[config.mk]
export PLATFORM = sky130hd
export DESIGN_NAME = contador_regressivo_2bits
export DESIGN_NICKNAME = d
export VERILOG_FILES = /design/src/rtl/contador_regressivo_2bits_pkg.sv /design/src/rtl/ff_d_rst_n.sv /design/src/rtl/contador_regressivo_2bits.sv
export SDC_FILE = /design/constraint.sdc
export NUM_CORES = 1
export LEC_CHECK = 0
export ABC_AREA = 1
export CORE_AREA = 2 2 39 41
export DETAILED_ROUTE_END_ITERATION = 8
export DIE_AREA = 0 0 41 43
export PLACE_DENSITY = 0.47
export RECOVER_POWER = 100
export SYNTH_ARGS = -nofsm -noshare
export SYNTH_HDL_FRONTEND = slang
export SYNTH_SLANG_ARGS = --single-unit
[constraint.sdc]
create_clock -name clk -period 1.1 [get_ports clk]
set_input_delay 0.11 -clock clk [delete_from_list [all_inputs] [get_ports clk]]
set_output_delay 0.11 -clock clk [all_outputs]
set_load 0.01 [all_outputs]
[src/rtl/contador_regressivo_2bits_pkg.sv]
// Shared definitions for the 2-bit loadable down counter.
package contador_regressivo_2bits_pkg;

    localparam int unsigned CNT_W = 2;

    typedef enum logic {
        IDLE     = 1'b0,
        COUNTING = 1'b1
    } state_t;

    localparam logic [CNT_W-1:0] TERMINAL = CNT_W'(0);

endpackage

[src/rtl/ff_d_rst_n.sv]
// Single-bit D flip-flop with asynchronous active-low clear.
module ff_d_rst_n (
    input  logic clk,
    input  logic rst_n,
    input  logic d,
    output logic q
);

    always_ff @(posedge clk or negedge rst_n) begin
        if (!rst_n) q <= 1'b0;
        else        q <= d;
    end

endmodule

[src/rtl/contador_regressivo_2bits.sv]
// Loadable 2-bit down counter, saturating at 00, built from gate primitives
// and ff_d_rst_n storage cells; busy is the state bit, done a one-cycle pulse.
module contador_regressivo_2bits
    import contador_regressivo_2bits_pkg::*;
(
    input  logic             clk,
    input  logic             rst,
    input  logic             load,
    input  logic [CNT_W-1:0] din,
    input  logic             enable,
    output logic [CNT_W-1:0] count,
    output logic             busy,
    output logic             zero,
    output logic             done
);

    logic [CNT_W-1:0] count_q;
    logic [CNT_W-1:0] count_d;
    logic [CNT_W-1:0] dec_nx;
    logic [CNT_W-1:0] sel_din;
    logic [CNT_W-1:0] sel_dec;
    logic             state_q;
    logic             state_d;
    logic             done_q;
    logic             done_d;

    logic load_n;
    logic dec;
    logic c0_n;
    logic c1_n;
    logic borrow;
    logic at_one;
    logic term;
    logic term_n;
    logic din_nz;
    logic st_keep;
    logic st_din;
    logic st_hold;

    // Decrement only while counting; IDLE always holds 00 (saturation).
    not  u_load_n (load_n, load);
    and  u_dec    (dec, enable, state_q);
    not  u_c0_n   (c0_n, count_q[0]);
    not  u_c1_n   (c1_n, count_q[1]);
    xor  u_nx0    (dec_nx[0], count_q[0], dec);
    and  u_borrow (borrow, dec, c0_n);
    xor  u_nx1    (dec_nx[1], count_q[1], borrow);

    // Terminal decrement: 01 -> 00 while counting.
    and  u_at_one (at_one, c1_n, count_q[0]);
    and  u_term   (term, dec, at_one);
    not  u_term_n (term_n, term);

    // Per-bit 2:1 load/decrement mux feeding the count flops.
    for (genvar i = 0; i < int'(CNT_W); i++) begin : g_bit
        and u_sel_din (sel_din[i], load, din[i]);
        and u_sel_dec (sel_dec[i], load_n, dec_nx[i]);
        or  u_mux     (count_d[i], sel_din[i], sel_dec[i]);

        ff_d_rst_n u_ff (
            .clk   (clk),
            .rst_n (rst),
            .d     (count_d[i]),
            .q     (count_q[i])
        );
    end

    // Next state: load selects COUNTING for nonzero din; otherwise leave on terminal.
    or   u_din_nz  (din_nz, din[1], din[0]);
    and  u_st_keep (st_keep, state_q, term_n);
    and  u_st_din  (st_din, load, din_nz);
    and  u_st_hold (st_hold, load_n, st_keep);
    or   u_st_mux  (state_d, st_din, st_hold);

    and  u_done_d  (done_d, load_n, term);

    ff_d_rst_n u_state_ff (
        .clk   (clk),
        .rst_n (rst),
        .d     (state_d),
        .q     (state_q)
    );

    ff_d_rst_n u_done_ff (
        .clk   (clk),
        .rst_n (rst),
        .d     (done_d),
        .q     (done_q)
    );

    nor  u_zero (zero, count_q[1], count_q[0]);

    assign count = count_q;
    assign busy  = state_q;
    assign done  = done_q;

endmodule

==> impl_summary.md, run 1 <==
Critical path
The worst path buffer plus inverter count is 1. STA classifies the critical path endpoint as an output pin. The delay of the slowest cell on the worst path is 0.38 ns. Traced cell by cell, the critical path runs through dlygate4sd2_1. The worst setup path category is register to output pin.

The worst setup path is launched from a register. Of all nets on the critical path, the largest fanout is 3. The cell with the largest stage delay on the worst path is sky130_fd_sc_hd__dfrtp_1. Data on the critical path is required at its endpoint by 0.99 ns. Among cell families on the critical path, the largest total delay comes from flip-flops. At the worst endpoint, the arrival time is 0.91 ns.

Yosys
Averaged over all synthesized cells, the footprint is 7.60 µm². Yosys mapped a number of flops with a built-in enable equal to 0. The cell area that synthesis handed to floorplanning was 213 µm². After technology mapping, the gate count stands at 28. The fraction of synthesis flops using an asynchronous set or reset pin is 100%.

The area share of the largest cell type after synthesis is 47.1%. The most common cell in the synthesized netlist is sky130_fd_sc_hd__nand2_1. The number of distinct library cell variants in the gate-level netlist after synthesis is 8. The cell taking the most area after synthesis is sky130_fd_sc_hd__dfrtp_1. The commonest cells after synthesis are sky130_fd_sc_hd__nand2_1 (9), sky130_fd_sc_hd__inv_1 (5), sky130_fd_sc_hd__dfrtp_1 (4), sky130_fd_sc_hd__nor2_1 (4).

By area the synthesized netlist is led by sky130_fd_sc_hd__dfrtp_1 (47%), sky130_fd_sc_hd__nand2_1 (16%), sky130_fd_sc_hd__inv_1 (8.8%). The synthesized netlist net count is 35. The Yosys warning count is 0. Counting flops and latches in the post-synthesis netlist gives 4. Among all flip-flop cells after synthesis, the most frequent one is sky130_fd_sc_hd__dfrtp_1. The share of the yosys chip area belonging to registers is 47.1%.

Pwr
The portion of total power attributed to the clock network is 40.3%. The part of the power in registers is 38.0%. Internal power comes to 0.333 mW. The worst vdd rail ir drop is 0.736 mV. The share of total power dissipated in combinational logic is 21.7%. Power comes to 0.451 mW. The net switching share of the total power is 26.2%.

The analysis attributes to net switching a power of 0.118 mW. The analysis attributes to cell leakage a power of 0.177 nW. For this design the ratio of total power to cell area is 1360 nW/µm².

Finish
The antenna diode count is 0. The layout overhead on the synthesized area is 56.5%. The layout cell share with drive strength beyond 1 is 7.50%.

The net count of the finished layout is 49.

Floorplan
The core region area is 1380 µm². The vertical die dimension is 43 µm. The area enclosed by the die boundary is 1760 µm². The number of placed I/O pins is 11.

The die boundary width is 41 µm. The total number of placement rows is 14. For this configuration, the core starts out at a cell density of 15.4%.

Global route
For this run the aggregate overflow at the end of global routing stands at 0. The initial antenna violation count is 0. The pin count of the biggest net entering global routing is 8. The total global-route track usage is 6.85%.

The via count of the first global-routing pass came to 176. The global-route wire length before repair is 696 µm.

Placement
The total half-perimeter wirelength after legalization and detailed placement is 330 µm. Routability-driven placement finished with a final weighted congestion of 0.720. The worst setup slack before clock tree synthesis is -0.0478 ns. The number of port buffers is 10.

Detailed routing
The number of remaining DRC errors is 0. Using the TritonRoute via totals, the vias-per-cell ratio works out to 3.45. The first TritonRoute pass finished after 2 iterations.

The detail route stage leaves a number of antenna-violating nets equal to 0. After detailed routing, the total wire length is 414 µm. In this run, the number of DRC markers left after iteration 0 of detailed routing was 1.

Detailed routing inserted a total of 193 vias. After detailed routing, the average wire length per cell comes to 7.39 µm.

CTS
The count of buffers added by post-CTS timing repair for setup is 0. The total clock buffers created by CTS is 3. TritonCTS built the clock tree.

The CTS root buffer is sky130_fd_sc_hd__clkbuf_4. The number of clock sinks is 4. In this run the number of H-tree levels came out at 1.

The insertion delay to the later sink of the worst-skew pair is 0.23 ns. The maximum count of clock buffers along a single path is 2. The clock slew at the register clock pins of the worst setup and hold paths is 0.04 ns.

STA
The worst path meets setup with 0.0835 ns of slack. The number of hold-slack violations in the final timing report is 0. The maximum achievable frequency is 984 MHz. The total negative slack for setup checks is 0 ns. Setup repair after global routing left no endpoint under its margin.

The post-route clock period utilization is 92.4%. The clock period could shrink to 1.02 ns. The final number of max-transition violations came to 0. Setup violations remaining at the end of the flow were counted as 0. The worst max-slew margin expressed relative to the limit is 86.4%. The worst clock skew on the final layout is 0.00111 ns. For the pin with the worst max-slew slack, the measured transition is 0.204 ns.

The worst hold margin is 0.142 ns.

Job
Across the run, the number of max-cap violations was 0.

Min path
In this run the worst hold path is classified as input pin to async pin.

Status
The flow ran to the end, and the final reports show no timing, DRC or antenna violations.
area by class of cell:
class / count / area (µm²)
fill: 153 / 1050
multi-input combinational: 17 / 78.8
timing repair buffer: 11 / 92.6
tap: 16 / 20.0
clock buffer: 3 / 22.5
inverter: 5 / 18.8
sequential: 4 / 100
per-layer routing:
metal,global-route usage [%],vias to the layer above,routed length [µm]
met4,2.00,0,0
met2,8.13,10,187
met1,6.82,75,166
li1,-,108,-
met5,0,-,0
met3,9.42,0,59
path summary, 6_finish.rpt:
check	start	end	slack [ns]	cells past startpoint
min reg2reg	u_state_ff.q	u_state_ff.q	0.61	4
max	u_state_ff.q	busy	0.08	1
min	rst	g_bit[1].u_ff.q	0.14	1
min in group clk	din[1]	g_bit[1].u_ff.q	0.44	3
max reg2reg	u_state_ff.q	g_bit[1].u_ff.q	0.09	7
max in group asynchronous	rst	u_state_ff.q	0.80	1
registers in the layout, indices dropped and copies added, names as in the netlist:
signal	flops
u_state_ff.q	1
g_bit.u_ff.q	2
u_done_ff.q	1
what timing repair did:
| action | in CTS | in global routing |
|---|---|---|
| resized for setup | 6 | 2 |
| pin swaps | 0 | 0 |
| hold buffers | 0 | 0 |
| setup endpoints to repair | 5 | 2 |
power groups by stage:
stage	Clock (mW)	Combinational [mW]	Sequential [mW]
after detailed placement	0	0.119	0.175
final	0.182	0.0978	0.171
after floorplan	0	0.0552	0.176
after global routing	0.207	0.116	0.174
after CTS	0.191	0.107	0.173
after global placement	0	0.120	0.174
layout by cell type (no fill, tap or decap), drive strengths merged:
master         count
o21ai              2
inv                5
nor2               4
dlygate4sd2        4
ha                 1
nand2              9
nand3b             1
dlygate4sd3        1
dfrtp              4
clkbuf             5
clkdlybuf4s50      4
stage by stage:
step                      utilization [%]  cell area, µm²  std cells
after detailed placement             23.5             325         53
after CTS                            24.8             343         56
after floorplan                         -             213         28
after global routing                 24.1             333         56
after global placement               23.5             325         53
final                                24.1             333         56
cell families (layout without fill, tap and decap cells):
kind of cell,count (synthesis),count (layout),share of synthesized area (%)
simple gates,14,14,26.5
flops,4,4,47.1
buf+inv,7,19,15.9
compound gates,2,2,4.71
fa+ha+maj,1,1,5.88
Power figures use the tool's default switching activity.
==> run 2, diff against run 1 <==
--- a/config.mk
+++ b/config.mk
@@ -12,4 +12,5 @@
 export PLACE_DENSITY = 0.47
 export RECOVER_POWER = 100
+export SLEW_MARGIN = 20
 export SYNTH_ARGS = -nofsm -noshare
 export SYNTH_HDL_FRONTEND = slang
==> constraint.sdc (replaced) <==
create_clock -name clk -period 1.1 [get_ports clk]
set_input_delay 0.22 -clock clk [delete_from_list [all_inputs] [get_ports clk]]
set_output_delay 0.22 -clock clk [all_outputs]
set_load 0.01 [all_outputs]
==> run 2 against run 1 <==
Against the previous run: combinational power increased by 11%; utilization grew 0.27 points; register-to-register slack about the same; clock-buffer cell count did not move; clock power hardly changed; global-route usage down 0.10 points; setup slack lost 0.042 ns; sequential power hardly changed; sequential share of layout area is 0.34 points lower; hold slack gained 0.11 ns; final cell count increased by 1.8%; cell area rose by 1.1%.
==> impl_summary.md, run 2 (synthesis gave the netlist of run 1 again) <==
Status
Status: completed (unchanged).

Job
The number of max-capacitance violations reported is 0 (unchanged).

Detailed routing
The detailed-route wire length per cell came to 7.54 µm (was 7.39 µm). The via-per-instance ratio is 3.60 (was 3.45). The count of TritonRoute iterations in the first routing pass is 2 (unchanged). The number of remaining DRC errors came to 0 (unchanged). The antenna violation net count after detailed routing is 0 (unchanged). The detailed-route via count is 205 (was 193). The routed wire length is 430 µm (was 414 µm). The count of routing violations after the opening detailed-route iteration came to 1 (unchanged).

Placement
The last weighted congestion value of the routability-driven placer came to 0.718 (was 0.720). The post-detailed-placement cell area is 333 µm² (was 325 µm²). The total half-perimeter wirelength after legalization and detailed placement was 328 µm (was 330 µm). The number of port buffers came to 10 (unchanged).

Critical path
The category of the worst setup path launch point is a register (unchanged). The count of cells along the worst register-to-register path was 4 (was 7). The required time at the worst-slack endpoint is 0.88 ns (was 0.99 ns). The critical-path maximum fanout is 3 (unchanged).

The internal reg-to-reg setup slack is 0.08 ns (was 0.09 ns). The worst setup path category is register to output pin (unchanged). The type of element capturing the critical path is an output pin (unchanged). The launching point of the worst reg2reg path is g_bit[0].u_ff.q (was u_state_ff.q). The endpoint of the lowest-slack register-to-register path is g_bit[0].u_ff.q (was g_bit[1].u_ff.q). The data arrival at the endpoint of the critical path is 0.84 ns (was 0.91 ns).

STA
The final critical delay including setup and external delays is 1.06 ns (was 1.02 ns). The final number of max-transition violations is 0 (unchanged). Setup repair after global routing missed its margin: true (was false). The worst max-slew margin expressed relative to the limit is 86.5% (was 86.4%). The post-route clock period utilization is 96.2% (was 92.4%). The number of failing setup endpoints in the final timing report came to 0 (unchanged). The number of hold-slack violations in the final timing report was 0 (unchanged).

The worst-margin pin slew came to 0.202 ns (was 0.204 ns). The maximum achievable frequency came to 945 MHz (was 984 MHz). The worst clock skew on the final layout is 0.00206 ns (was 0.00111 ns). The total negative slack for setup checks came to 0 ns (unchanged).

The worst hold margin is 0.254 ns (was 0.142 ns).

Finish
The antenna diode count is 0 (unchanged). The flip-flop count of the largest register after layout is 2 (unchanged). Regs by FF count: g_bit.u_ff.q: 2 flops, u_done_ff.q: 1 flops, u_state_ff.q: 1 flops (unchanged). The layout cell share with drive strength beyond 1 came to 24.4% (was 7.50%).

Top library cells by usage in the layout, fill and taps aside: sky130_fd_sc_hd__nand2_1 (9), sky130_fd_sc_hd__inv_1 (4), sky130_fd_sc_hd__nor2_1 (4), sky130_fd_sc_hd__dfrtp_1 (4), sky130_fd_sc_hd__clkdlybuf4s50_1 (4) (was sky130_fd_sc_hd__nand2_1 (9), sky130_fd_sc_hd__inv_1 (5)). The register ranked first by flip-flop count was g_bit.u_ff.q (unchanged). The post-layout net count came to 50 (was 49). The layout overhead on the synthesized area was 58.2% (was 56.5%). The most frequent standard cell in the layout excluding fill and tap cells is sky130_fd_sc_hd__nand2_1 (unchanged). The post-layout instance area is 337 µm² (was 333 µm²).

CTS
The clock slew at the register clock pins of the worst setup and hold paths came to 0.04 ns (about the same). The maximum count of clock buffers along a single path is 2 (unchanged). The CTS root buffer was sky130_fd_sc_hd__clkbuf_4 (unchanged). The insertion delay to the later sink of the worst-skew pair is 0.24 ns (was 0.23 ns). The total clock buffers created by CTS is 3 (unchanged). The TritonCTS clock tree was built (unchanged).

The H-tree depth is 1 (unchanged). The number of clock sinks was 4 (unchanged).

Global route
The initial antenna violation count came to 0 (unchanged). The pin count of the biggest net entering global routing is 8 (unchanged). The global-route wire length before repair was 662 µm (was 696 µm).

The total global-route track usage is 6.75% (was 6.85%). The sum of overflow across all layers after global routing was 0 (unchanged). The via count of the first global-routing pass is 169 (was 176).

Pwr
The worst vdd rail ir drop was 0.602 mV (was 0.736 mV). The relative contribution of combinational cells to total power is 23.6% (was 21.7%). The switching component of the power is 0.121 mW (was 0.118 mW).

The internal power component is 0.340 mW (was 0.333 mW). The part of the power in registers is 37.5% (was 38.0%). The cell area power density was 1370 nW/µm² (was 1360 nW/µm²).

The portion of total power attributed to the clock network is 39.0% (was 40.3%). The standby leakage power is 0.176 nW (was 0.177 nW). The net switching share of the total power is 26.2% (about the same).

Floorplan
The number of placed I/O pins is 11 (unchanged). The die boundary width is 41 µm (unchanged). The vertical die dimension was 43 µm (unchanged). The area enclosed by the die boundary is 1760 µm² (unchanged).

The starting density of the core was 15.4% (unchanged). The core region area came to 1380 µm² (unchanged). The total number of placement rows was 14 (unchanged).

Min path
The path type of the worst min-delay path is input pin to async pin (unchanged).
-- run 2: changes by cell type in the layout (fill, tap and decap cells not counted) --
cell / before / now
sky130_fd_sc_hd__inv_1: 5 / 4
sky130_fd_sc_hd__ha_1: 1 / 0
sky130_fd_sc_hd__clkbuf_1: 2 / 1
sky130_fd_sc_hd__buf_2: 0 / 1
sky130_fd_sc_hd__buf_4: 0 / 2
sky130_fd_sc_hd__clkbuf_2: 0 / 2
sky130_fd_sc_hd__ha_2: 0 / 1
sky130_fd_sc_hd__clkdlybuf4s15_1: 0 / 1
sky130_fd_sc_hd__dlygate4sd2_1: 4 / 0
sky130_fd_sc_hd__inv_2: 0 / 1
-- run 2: worst max-delay path by stage --
stage | start | endpoint | slack, ns | cells past startpoint
global placement | enable | g_bit[1].u_ff.q | -0.16 | 7
detailed placement | enable | g_bit[0].u_ff.q | -0.16 | 5
global route | g_bit[0].u_ff.q | zero | -0.01 | 2
floorplan | u_state_ff.q | g_bit[1].u_ff.q | 0.10 | 7
CTS | u_done_ff.q | done | 0.003 | 1
finish | g_bit[0].u_ff.q | zero | 0.04 | 2
-- run 2: power by group through the flow --
stage	Clock, mW	Combinational, mW	Sequential (mW)
global placement	0	0.126	0.175
finish	0.180	0.109	0.173
floorplan	0	0.0552	0.176
detailed placement	0	0.126	0.174
global route	0.203	0.124	0.174
CTS	0.189	0.114	0.173
-- run 2: routing by layer --
metal	up-vias	global-route usage [%]	part of all wire, %
li1	107	-	-
met1	86	6.17	40
met2	10	7.50	46
met3	2	9.42	13
met4	0	4.00	0.93
met5	-	0	0
-- run 2: stage by stage --
| stage | power, mW | setup WS, ns | cells | util (%) |
|---|---|---|---|---|
| floorplan | 0.232 | 0.104 | 28 | - |
| global placement | 0.301 | -0.160 | 54 | 24.1 |
| detailed placement | 0.300 | -0.164 | 54 | 24.1 |
| CTS | 0.476 | 0.00298 | 57 | 25.2 |
| global route | 0.501 | -0.0120 | 57 | 24.3 |
| finish | 0.461 | 0.0420 | 57 | 24.3 |
-- run 2: cell type report --
cell class | count | area (µm²)
Timing Repair Buffer | 12 | 93.8
Fill cell | 162 | 1050
Tap cell | 16 | 20.0
Sequential cell | 4 | 100
Clock buffer | 3 | 22.5
Inverter | 5 | 18.8
Multi-Input combinational cell | 17 | 81.3
-- run 2: timing repair --
| action | 4_1_cts | 5_1_grt |
|---|---|---|
| pin swaps | 0 | 2 |
| hold buffers | 0 | 0 |
| endpoints found under the hold margin | 0 | 0 |
| resized for setup | 11 | 7 |
| endpoints found under the setup margin | 5 | 7 |
| setup buffers | 0 | 0 |
-- run 2: worst max-delay path: stages, from the launching register on --
cell and delay (ns):
sky130_fd_sc_hd__dfrtp_1 0.38, sky130_fd_sc_hd__nor2_1 0.09, sky130_fd_sc_hd__buf_2 0.13
